File: src/rtl/dma_multichannel.sv
// Multi-channel block DMA: per-channel command registers, round-robin channel
// selection, BR/BG bus handshake and sticky per-channel completion interrupts.
module dma_multichannel #(
  parameter int unsigned WORD_SIZE   = 16,
  parameter int unsigned NUM_CH      = 2,
  parameter int unsigned BURST_WORDS = 4,
  parameter int unsigned MAX_BLOCKS  = 3,
  localparam int unsigned CH_W   = (NUM_CH > 1) ? $clog2(NUM_CH) : 1,
  localparam int unsigned LEN_W  = $clog2(MAX_BLOCKS + 1),
  localparam int unsigned OFF_W  = (MAX_BLOCKS > 1) ? $clog2(MAX_BLOCKS) : 1,
  localparam int unsigned DATA_W = BURST_WORDS * WORD_SIZE
) (
  input  logic                 CLK,
  input  logic                 reset,
  input  logic                 cmd_valid,
  input  logic [CH_W-1:0]      cmd_ch,
  input  logic [WORD_SIZE-1:0] cmd_addr,
  input  logic [LEN_W-1:0]     cmd_len,
  output logic                 cmd_ready,
  output logic                 BR,
  input  logic                 BG,
  output logic [CH_W-1:0]      dev_ch,
  input  logic [DATA_W-1:0]    edata,
  output logic                 WRITE,
  output logic [WORD_SIZE-1:0] addr,
  output logic [DATA_W-1:0]    data,
  output logic [OFF_W-1:0]     offset,
  output logic [NUM_CH-1:0]    irq,
  input  logic [NUM_CH-1:0]    irq_ack,
  output logic                 interrupt
);

  localparam int unsigned BEAT_W = (BURST_WORDS > 1) ? $clog2(BURST_WORDS) : 1;

  localparam logic [1:0] S_IDLE = 2'd0;
  localparam logic [1:0] S_REQ  = 2'd1;
  localparam logic [1:0] S_XFER = 2'd2;
  localparam logic [1:0] S_REL  = 2'd3;

  logic [1:0]                       state, state_d;
  logic [NUM_CH-1:0]                pending, pending_d;
  logic [NUM_CH-1:0][WORD_SIZE-1:0] base, base_d;
  logic [NUM_CH-1:0][LEN_W-1:0]     len, len_d;
  logic [CH_W-1:0]                  cur_ch, cur_ch_d;
  logic [CH_W-1:0]                  rr_ptr, rr_ptr_d;
  logic [OFF_W-1:0]                 blk, blk_d;
  logic [BEAT_W-1:0]                beat, beat_d;
  logic                             br_d;
  logic [NUM_CH-1:0]                irq_d;
  logic [NUM_CH-1:0]                done_mask;
  logic                             accept;
  logic [LEN_W-1:0]                 len_clamped;
  logic                             sel_found;
  logic [CH_W-1:0]                  sel_ch;
  logic                             last_beat;
  logic                             last_blk;

  function automatic logic [CH_W-1:0] ch_wrap(input int unsigned v);
    return CH_W'(v % NUM_CH);
  endfunction

  assign cmd_ready = ~pending[cmd_ch];
  assign accept    = cmd_valid & cmd_ready;

  // Clamp only exists when the length field can encode more than MAX_BLOCKS.
  if ((2 ** LEN_W - 1) > MAX_BLOCKS) begin : g_clamp
    assign len_clamped = (cmd_len > LEN_W'(MAX_BLOCKS)) ? LEN_W'(MAX_BLOCKS) : cmd_len;
  end else begin : g_noclamp
    assign len_clamped = cmd_len;
  end

  // Round-robin pick: first pending channel at or after rr_ptr.
  always_comb begin
    sel_found = 1'b0;
    sel_ch    = '0;
    for (int unsigned i = 0; i < NUM_CH; i++) begin
      if (!sel_found && pending[ch_wrap(32'(rr_ptr) + i)]) begin
        sel_found = 1'b1;
        sel_ch    = ch_wrap(32'(rr_ptr) + i);
      end
    end
  end

  always_comb begin
    state_d   = state;
    pending_d = pending;
    base_d    = base;
    len_d     = len;
    cur_ch_d  = cur_ch;
    rr_ptr_d  = rr_ptr;
    blk_d     = blk;
    beat_d    = beat;
    br_d      = BR;
    done_mask = '0;
    last_beat = (beat == BEAT_W'(BURST_WORDS - 1));
    last_blk  = ((LEN_W'(blk) + LEN_W'(1)) == len[cur_ch]);

    case (state)
      S_IDLE: begin
        if (sel_found) begin
          cur_ch_d = sel_ch;
          if (len[sel_ch] == '0) begin
            done_mask[sel_ch] = 1'b1;
            rr_ptr_d          = ch_wrap(32'(sel_ch) + 1);
          end else begin
            br_d    = 1'b1;
            state_d = S_REQ;
          end
        end
      end
      S_REQ: begin
        if (BG) begin
          blk_d   = '0;
          beat_d  = '0;
          state_d = S_XFER;
        end
      end
      S_XFER: begin
        // Losing the grant restarts the current block from its first beat.
        if (!BG) begin
          beat_d = '0;
        end else if (last_beat) begin
          beat_d = '0;
          if (last_blk) begin
            br_d    = 1'b0;
            state_d = S_REL;
          end else begin
            blk_d = blk + OFF_W'(1);
          end
        end else begin
          beat_d = beat + BEAT_W'(1);
        end
      end
      S_REL: begin
        if (!BG) begin
          done_mask[cur_ch] = 1'b1;
          rr_ptr_d          = ch_wrap(32'(cur_ch) + 1);
          state_d           = S_IDLE;
        end
      end
      default: state_d = S_IDLE;
    endcase

    pending_d = pending_d & ~done_mask;
    if (accept) begin
      pending_d[cmd_ch] = 1'b1;
      base_d[cmd_ch]    = cmd_addr;
      len_d[cmd_ch]     = len_clamped;
    end
    // A completion on the same edge as an acknowledge keeps the flag set.
    irq_d = (irq & ~irq_ack) | done_mask;
  end

  always_ff @(posedge CLK) begin
    if (reset) begin
      state   <= S_IDLE;
      pending <= '0;
      base    <= '0;
      len     <= '0;
      cur_ch  <= '0;
      rr_ptr  <= '0;
      blk     <= '0;
      beat    <= '0;
      BR      <= 1'b0;
      irq     <= '0;
    end else begin
      state   <= state_d;
      pending <= pending_d;
      base    <= base_d;
      len     <= len_d;
      cur_ch  <= cur_ch_d;
      rr_ptr  <= rr_ptr_d;
      blk     <= blk_d;
      beat    <= beat_d;
      BR      <= br_d;
      irq     <= irq_d;
    end
  end

  assign WRITE     = (state == S_XFER) && BG;
  assign data      = WRITE ? edata : '0;
  assign addr      = base[cur_ch] + WORD_SIZE'(blk) * WORD_SIZE'(BURST_WORDS);
  assign offset    = blk;
  assign dev_ch    = cur_ch;
  assign interrupt = |irq;

endmodule

File: config.mk
export PLATFORM = sky130hd
export DESIGN_NAME = dma_multichannel
export DESIGN_NICKNAME = d
export VERILOG_FILES = /design/src/rtl/dma_multichannel.sv
export SDC_FILE = /design/constraint.sdc
export NUM_CORES = 1
export LEC_CHECK = 0
export CORE_UTILIZATION = 35
export CTS_CLUSTER_DIAMETER = 150
export DETAILED_ROUTE_END_ITERATION = 10
export GPL_TIMING_DRIVEN = 0
export PLACE_DENSITY = 0.78
export SLEW_MARGIN = 20
export SYNTH_ARGS = -nofsm -noshare
export SYNTH_HDL_FRONTEND = slang
export SYNTH_SLANG_ARGS = --single-unit
File: constraint.sdc
create_clock -name CLK -period 3.4 [get_ports CLK]
set_input_delay 0.51 -clock CLK [delete_from_list [all_inputs] [get_ports CLK]]
set_output_delay 0.51 -clock CLK [all_outputs]
set_load 0.01 [all_outputs]
; Yosys cells after proc, flatten, opt, wreduce, memory -nomap -nowiden
; Index checks and enable logic that the tools add are counted.
[classes]
addsub = 6
magnitude_cmp = 8
n_eq_ne = 14
mux = 60
bitwise_logic = 8
n_reduce_logical = 18
[ops]
columns = op, count
row1 = 64-bit two-way mux, 1
row2 = 16-bit two-way mux, 3
row3 = 2-bit two-way mux, 22
row4 = 32-bit bitwise mux, 1
row5 = 1-bit two-way mux, 21
row6 = "2-bit inequality test, second input constant", 9
row7 = 16-bit by 4-bit adder with 16-bit output, 1
row8 = 16-bit demux with 1-bit select, 1
row9 = 2-bit case mux with 2 select lines, 3
row10 = "1-bit by 2-bit less-than comparator with 1-bit output, second input constant", 5
row11 = 2-bit case mux with 4 select lines, 1
row12 = 7-bit AND reduction, 1
row13 = "2-bit == test, second input constant", 3
row14 = 6-bit AND reduction, 1
row15 = 2-bit nonzero test, 3
row16 = 1-bit logical AND, 5
row17 = 5-bit AND reduction, 1
row18 = "2-bit by 1-bit adder with 2-bit output, second input constant", 2
row19 = 2-bit bitwise AND, 2
row20 = 4-bit bitwise mux, 1
row21 = 2-bit zero test, 2
row22 = 2-bit inverter, 2
row23 = 2-bit bitwise OR, 2
row24 = 1-bit case mux with 2 select lines, 2
row25 = other kinds (12), 19
[totals]
ff_bits = 49
input_bits = 89
output_inout_bits = 89
elab_cells = 126

; Depth between registers and ports, before layout
[depth]
word_depth = 17
ltp_mapped = 11
ltp_nobuf = 8

; Least setup slack after synthesis
; Ideal clock, no wire load.
[synth_timing]
kind = register to output
startpoint = reg cur_ch (netlist: dev_ch)
endpoint = out addr[12]
t_arrival_ps = 2972
required_ps = 2890
slack_ps = -82
path_stages_with_launch = 12
path_buffers = 3
cell_sequence = dfxtp_1 buf_2 buf_1 buf_2 mux2_2 ha_1 inv_1 fa_1 a21oi_1 nand4_1 xor2_1 mux2i_1
[synth_via]
elab_chain_cells = 3
[synth_lines]
columns = item, line
row1 = from (decl), 44  ; logic [CH_W-1:0] cur_ch, cur_ch_d;
row2 = from (signal assigned), 171  ; cur_ch <= cur_ch_d;
row3 = 16-bit two-way mux (not written as such) (2 in series), 182  ; assign addr = base[cur_ch] + WORD_SIZE'(blk) * WORD_SIZE'(BURST_WORDS);
row4 = 16-bit by 4-bit adder with 16-bit output, 182
row5 = to (decl), 25  ; output logic [WORD_SIZE-1:0] addr,
; Every way passes these cells. The select of a mux whose other input is x is not followed.

; Worst setup path after layout
[layout_timing]
startpoint = reg cur_ch (netlist: dev_ch)
endpoint = out addr[15]
; The elaborated chain is that of the path after synthesis.

==> metrics.txt <==
status finished clean; share of cells above drive strength 1 6.29%; number of vias in the routed layout 3676; power per cell area 369 nW/um^2; M1 WL 4.34 mm; R2R setup slack 1270 ps; placed cell count 696; CP Cell Sequence buf_12 > buf_12 > mux2i_4 > inv_1 > ha_1 > a21oi_2 > nor3_2 > buf_4 > and3_4 > nand3b_1 > xor2_1 > dlygate4sd2_1; Area Overhead vs Synth 68.9%; Post-synth top flop dfxtp_1; mapped cell area 3100 sq um; First-pass DRT Iterations 5; Slew headroom 55.1%; core area 8380 sq um; clk buf depth 2; Avg WL per Cell 14.7 um; Worst path max stage delay 370 ps; top cell type's share of synthesized area 31.7%; Pint 1290 uW; FFs w/ async S/R, synth 0%; uppermost layer routed met4; Die Span Y 96.1 um; routed length on met3 720 um; DRT iter0 DRCs 247; Max Clock Freq 0.307 GHz; GRT Total Usage 21.5%; CTS tree done; Max-cap violations 0; crit path time final 3260 ps; Synth Net Count 512; H-tree depth 2; met2 wire len 5.25 mm; Peak VDD IR 0.000295 V; Post-Layout Cell Count 709; Clock Latency Late Sink 310 ps; Critical Path Sink Type primary output; most used cell, CP buf_12; # diodes 0; Commonest cells post-synth 87 x nand2_1, 66 x and3_1, 50 x a21oi_1, 49 x dfxtp_1, 27 x clkbuf_1; Arr. time, crit path 2750 ps; Reg clk slew, reported paths 90 ps; Clock Power Share 22.1%; hold_sp base[2]$_SDFFE_PP0P_; FP Rows 33; unrepaired setup endpoints after global routing false; Setup violations, final 0; gpl congestion 0.887; CP Launch Type flip-flop; Crit-path slowest cell dfxtp_4; maximum fanout along the worst path 19; register bit total from synthesis 49; Flop pwr share 34.4%; sequential-to-total area share from yosys stat 31.7%; HPWL after detailed placement 8.27 mm; required time of the worst setup path 2890 ps; largest net degree at the start of global routing 17; NetSw 641 uW; I/O pin total 178; Die Area 9230 sq um; final hold viol count 0; worst slew pin tran 671 ps; first-pass GRT wire length 15.5 mm; unique cell type count in the Yosys netlist 47; Sw Ratio 33.2%; FF/Latch Area 985 sq um; DIE WIDTH 96.1 um; top cells by area, synth dfxtp_1 32%, and3_1 13%, nand2_1 11%; Via density 5.18; Crit Path Category flip-flop to primary output; cells after synthesis 414; nets@finish 701; clock skew 6.02 ps; Ys Warns 0; total CTS buffers 5; multi-input logic area 2010 sq um; Tcrit/Tclk final 95.8%; TritonCTS Sinks 49; Combinational Power Share 43.5%; EDFF count, synth 0; Antenna Nets Post-Route 0; CTS root buffer clkbuf_8; initial antenna violation count 0; Pins Over Slew Limit 0; initial core utilization 37.0%; Worst Setup SP dev_ch$_SDFFE_PP0P_; count leader, synth nand2_1; # fillers 763; # hold bufs at CTS 0; final wirelength 10.4 mm; leading area contributor after synthesis dfxtp_1; grt ovf 0; Lkg Pwr 0.00212 uW; final core utilization 62.4%; number of remaining DRC errors 0; HP Class flip-flop to flip-flop; worst r2r src len[2]$_SDFFE_PP0P_; vias in the first global route 3182; I/O Buffers 177; Synth Area per Inst 7.48 sq um
## repair_timing
action	in CTS	in global routing
setup buffers	6	0
endpoints found under the setup margin	14	9
resized for setup	40	6
endpoints found under the hold margin	0	0
pin swaps	1	2
## cell usage in the layout, fill, tap and decap left out, types with 4 or more instances in the layout
cell,netlist,routed
a21oi_1,50,48
a31oi_1,4,4
and3_1,66,65
buf_4,0,4
clkbuf_1,27,27
clkbuf_8,0,5
clkdlybuf4s50_1,0,167
dfxtp_1,49,48
dlygate4sd2_1,0,6
ha_1,8,7
inv_1,9,9
mux2i_1,16,15
nand2_1,87,87
nand2b_1,5,5
nand3_1,8,8
nand3b_1,4,4
nand4_1,4,4
nor2_1,12,12
xor2_1,11,11
## per-stage QoR
stage / hold WS, ps / setup slack [ps] / setup TNS, ps / total power, uW / cell area (sq um)
after CTS: 459 / 3.31 / 0 / 1940 / 5230
after detailed placement: 445 / -980 / -9160 / 1500 / 5000
after global placement: 439 / -1020 / -9330 / 1490 / 5000
after global routing: 474 / 29.3 / 0 / 2040 / 5230
final: 459 / 143 / 0 / 1930 / 5230
after floorplan: 433 / 88.5 / 0 / 1110 / 3100
## flip-flops by register name, indices dropped and copies added, names as in the netlist
register	cells
irq	2
state	2
offset	2
BR	1
pending	2
dev_ch	1
base	32
rr_ptr	1
len	4
beat	2
## power groups by stage
stage / combinational [uW] / sequential [uW] / clock, uW
4_1_cts: 848 / 663 / 430
2_1_floorplan: 440 / 670 / 0
3_3_place_gp: 811 / 674 / 0
6_report: 841 / 664 / 428
5_1_grt: 918 / 671 / 453
3_5_place_dp: 825 / 677 / 0
## critical path: cells and delay by family, from the launching register on
kind / cells / cell delay, ps
simple gates: 3 / 450
compound gates: 1 / 70
fa+ha+maj: 1 / 280
flops: 1 / 370
buf+inv: 5 / 840
xor+xnor: 1 / 160
mux: 1 / 250
## cell families after synthesis
logic type,share of synthesized area (%)
multiplexers,8.08
adder cells (fa/ha/maj),3.88
flip-flops,31.7
XOR/XNOR,3.96
AND/OR/NAND/NOR,33.1
AO/OA/AOI/OAI,13.9
buffers and inverters,5.41
## path summary, 6_finish.rpt
check	cells past startpoint	end
setup reg to reg	5	state[0]$_SDFFE_PP0P_
hold / removal	2	base[2]$_SDFFE_PP0P_
hold reg to reg	2	base[2]$_SDFFE_PP0P_
setup / recovery	12	addr[15]
## cell type report
type,instances,area share [%]
clock inverters,3,0.837
plain buffers,30,2.92
multi-input cells,323,38.3
flip-flops and latches,49,18.8
repair buffers,183,34.5
well taps,105,2.51
inverters,11,0.789
clock buffers,5,1.32
## metal layers
layer | track usage, % | vias up
li1 | - | 1810
met1 | 27.4 | 1715
met2 | 37.2 | 136
met3 | 3.48 | 15
met4 | 5.85 | 0
met5 | 0 | -
(Power assumes the default switching activity.)
==> patch: new RTL, same settings <==
`BURST_WORDS`: 4 -> 8.
--- a/src/rtl/dma_multichannel.sv
+++ b/src/rtl/dma_multichannel.sv
@@ -3,7 +3,7 @@
 module dma_multichannel #(
   parameter int unsigned WORD_SIZE   = 16,
   parameter int unsigned NUM_CH      = 2,
-  parameter int unsigned BURST_WORDS = 4,
+  parameter int unsigned BURST_WORDS = 8,
   parameter int unsigned MAX_BLOCKS  = 3,
   localparam int unsigned CH_W   = (NUM_CH > 1) ? $clog2(NUM_CH) : 1,
   localparam int unsigned LEN_W  = $clog2(MAX_BLOCKS + 1),
Interface: changed (resized data and edata); port bits go from 178 to 306. The function was not compared with the original's and may differ.
==> patch against the original RTL <==
  * Critical path type unchanged
  * Largest power group is now registers
  * Sequential cell count rose by 1
  * Synthesized area rose by 17%
  * Die area rose by 17%
  * Critical endpoint is now data[97]
  * Global-route usage rose by 21 points
  * Highest routed layer unchanged
  * Total power fell by 14%
  * Setup slack got worse by 58 ps
  * Wire length rose by 130%
  * Cell area rose by 35%
==> patch: results (changes against the original RTL) <==
.. list-table::
   :header-rows: 1

   * - Metric
     - Value
   * - Signal arrival time at the worst endpoint
     - 2810 ps (+60 ps)
   * - Top cells by instance count after synthesis
     - 130 x sky130_fd_sc_hd__and3_1, 87 x sky130_fd_sc_hd__nand2_1, 50 x sky130_fd_sc_hd__a21oi_1, 50 x sky130_fd_sc_hd__dfxtp_1, 41 x sky130_fd_sc_hd__clkbuf_1
   * - Port Buffer Count
     - 303 (+71%)
   * - Xor/xnor cell area share of the yosys netlist
     - 2.89% (-1.1 points)
   * - Global-route wire length before repair
     - 33300 µm (+110%)
   * - Count of unique library cells instantiated by Yosys
     - 49 (+4.3%)
   * - Vias after detailed routing
     - 5363 (+46%)
   * - Leakage
     - 3.09 nW (+46%)
   * - Depth of the worst register-to-register path
     - 7 (+2)
   * - CP Max Fanout
     - 10 (-9)
   * - Top cells by area in the synthesized netlist
     - sky130_fd_sc_hd__dfxtp_1 28%, sky130_fd_sc_hd__and3_1 22%, sky130_fd_sc_hd__nand2_1 9.0%, sky130_fd_sc_hd__a21oi_1 6.9%, sky130_fd_sc_hd__clkbuf_1 4.2%
   * - Net count after synthesis
     - 658 (+29%)
   * - Largest net degree at the start of global routing
     - 19 (+2)
   * - Highest ir drop seen on vdd
     - 259 µV (-12%)
   * - Share of cell area taken by muxes after synthesis
     - 5.51% (-2.6 points)
   * - Inserted Clock Buffers
     - 5 (unchanged)
   * - Outcome
     - complete, no violations
   * - DR vias/cell
     - 5.62 (+8.4%)
   * - Max Root-Sink Buffers
     - 2 (unchanged)
   * - Max Clock Skew
     - 4.81 ps (-1.21 ps)
   * - Largest regs
     - base x32, len x4, beat x3
   * - Headroom to the max-slew limit
     - 56.3% (+1.2 points)
   * - Final estimated routing congestion in global placement
     - 1.01 (+14%)
   * - Count of filler cells inserted in the layout
     - 770 (+0.92%)
   * - Via count of the first global-routing pass
     - 5091 (+60%)
   * - Number of DRC violations after detailed-routing iteration 0
     - 618 (+150%)
   * - Layout Nets
     - 974 (+39%)
   * - Fraction of final layout cells sized beyond drive strength 1
     - 6.03% (-0.26 points)
   * - Sequential-to-total area share from yosys stat
     - 27.5% (-4.1 points)
   * - Synthesized instance count
     - 495 (+20%)
   * - Placed cell count
     - 931 (+34%)
   * - Global router's overall resource usage
     - 42.6% (+21 points)
   * - Compound-Gate Fraction of Synth Area
     - 12.4% (-1.5 points)
   * - Routed length per instance
     - 24.7 µm (+68%)
==> patch: cell types whose count changed after synthesis, moves of 4 or more <==
cell,delta
sky130_fd_sc_hd__and3_1,+64
sky130_fd_sc_hd__mux2i_1,-5
sky130_fd_sc_hd__nand3_1,-4
sky130_fd_sc_hd__nor2_1,+5
sky130_fd_sc_hd__xor2_1,-5
sky130_fd_sc_hd__clkbuf_1,+14
==> patch: worst paths after layout <==
check                               from        to  slack, ps
worst min register to register  base[17]  base[17]        470
worst max-delay path            state[0]  data[97]         80
worst min-delay path            base[17]  base[17]        470
worst max register to register    dev_ch  state[1]       1270
==> patch: logic make-up after synthesis <==
kind of cell               after synthesis
AOI/OAI and AO/OA                       74
xor gates and xnor gates                12
adders and majority gates               10
buffers and inverters                   59
DFF                                     50
muxes                                   18
and+or+nand+nor                        272
==> patch: timing repair <==
| action | 4_1_cts | 5_1_grt |
|---|---|---|
| cloned | 1 | 0 |
| gates resized for setup | 32 | 1 |
| endpoints found under the setup margin | 39 | 52 |
| pin swaps | 5 | 1 |
| setup buffers | 7 | 2 |
==> patch: worst max-delay path: stages, from the launching register on <==
cell	delay, ps
sky130_fd_sc_hd__dfxtp_1	370
sky130_fd_sc_hd__inv_1	120
sky130_fd_sc_hd__ha_1	430
sky130_fd_sc_hd__clkbuf_2	330
sky130_fd_sc_hd__clkbuf_1	360
sky130_fd_sc_hd__and3_1	250
sky130_fd_sc_hd__clkdlybuf4s50_1	610
==> patch: layout make-up <==
type | count | area share (%)
Clock buffer | 5 | 0.974
Tap cell | 133 | 2.36
Timing Repair Buffer | 313 | 44.1
Inverter | 11 | 0.585
Multi-Input combinational cell | 386 | 34.4
Antenna cell | 9 | 0.319
Sequential cell | 50 | 14.2
Buffer | 44 | 2.64
Clock inverter | 3 | 0.407
==> patch: power breakdown <==
part / total, W / internal, W / switching, W
Combinational: 0.000621 / 0.000320 / 0.000301
Clock: 0.000389 / 0.000153 / 0.000236
Sequential: 0.000651 / 0.000618 / 0.0000324
==> patch: metrics by stage <==
step	power (W)	TNS, ps	setup WS, ps	area (µm²)	utilization (%)
CTS	0.00163	0	5.83	7050	71.1
floorplan	0.000886	0	247	3630	-
global placement	0.00123	-4630	-654	6830	69.0
detailed placement	0.00125	-5860	-857	6830	69.0
global route	0.00171	-19.5	-19.5	7060	71.3
finish	0.00166	0	84.3	7060	71.3
==> patch: per-layer routing <==
layer	global-route usage [%]	vias up	wire length, µm
met5	0	-	0
met4	16.7	0	1000
met3	8.90	59	3030
met2	66.4	417	10300
met1	57.3	2515	9270
li1	-	2372	-
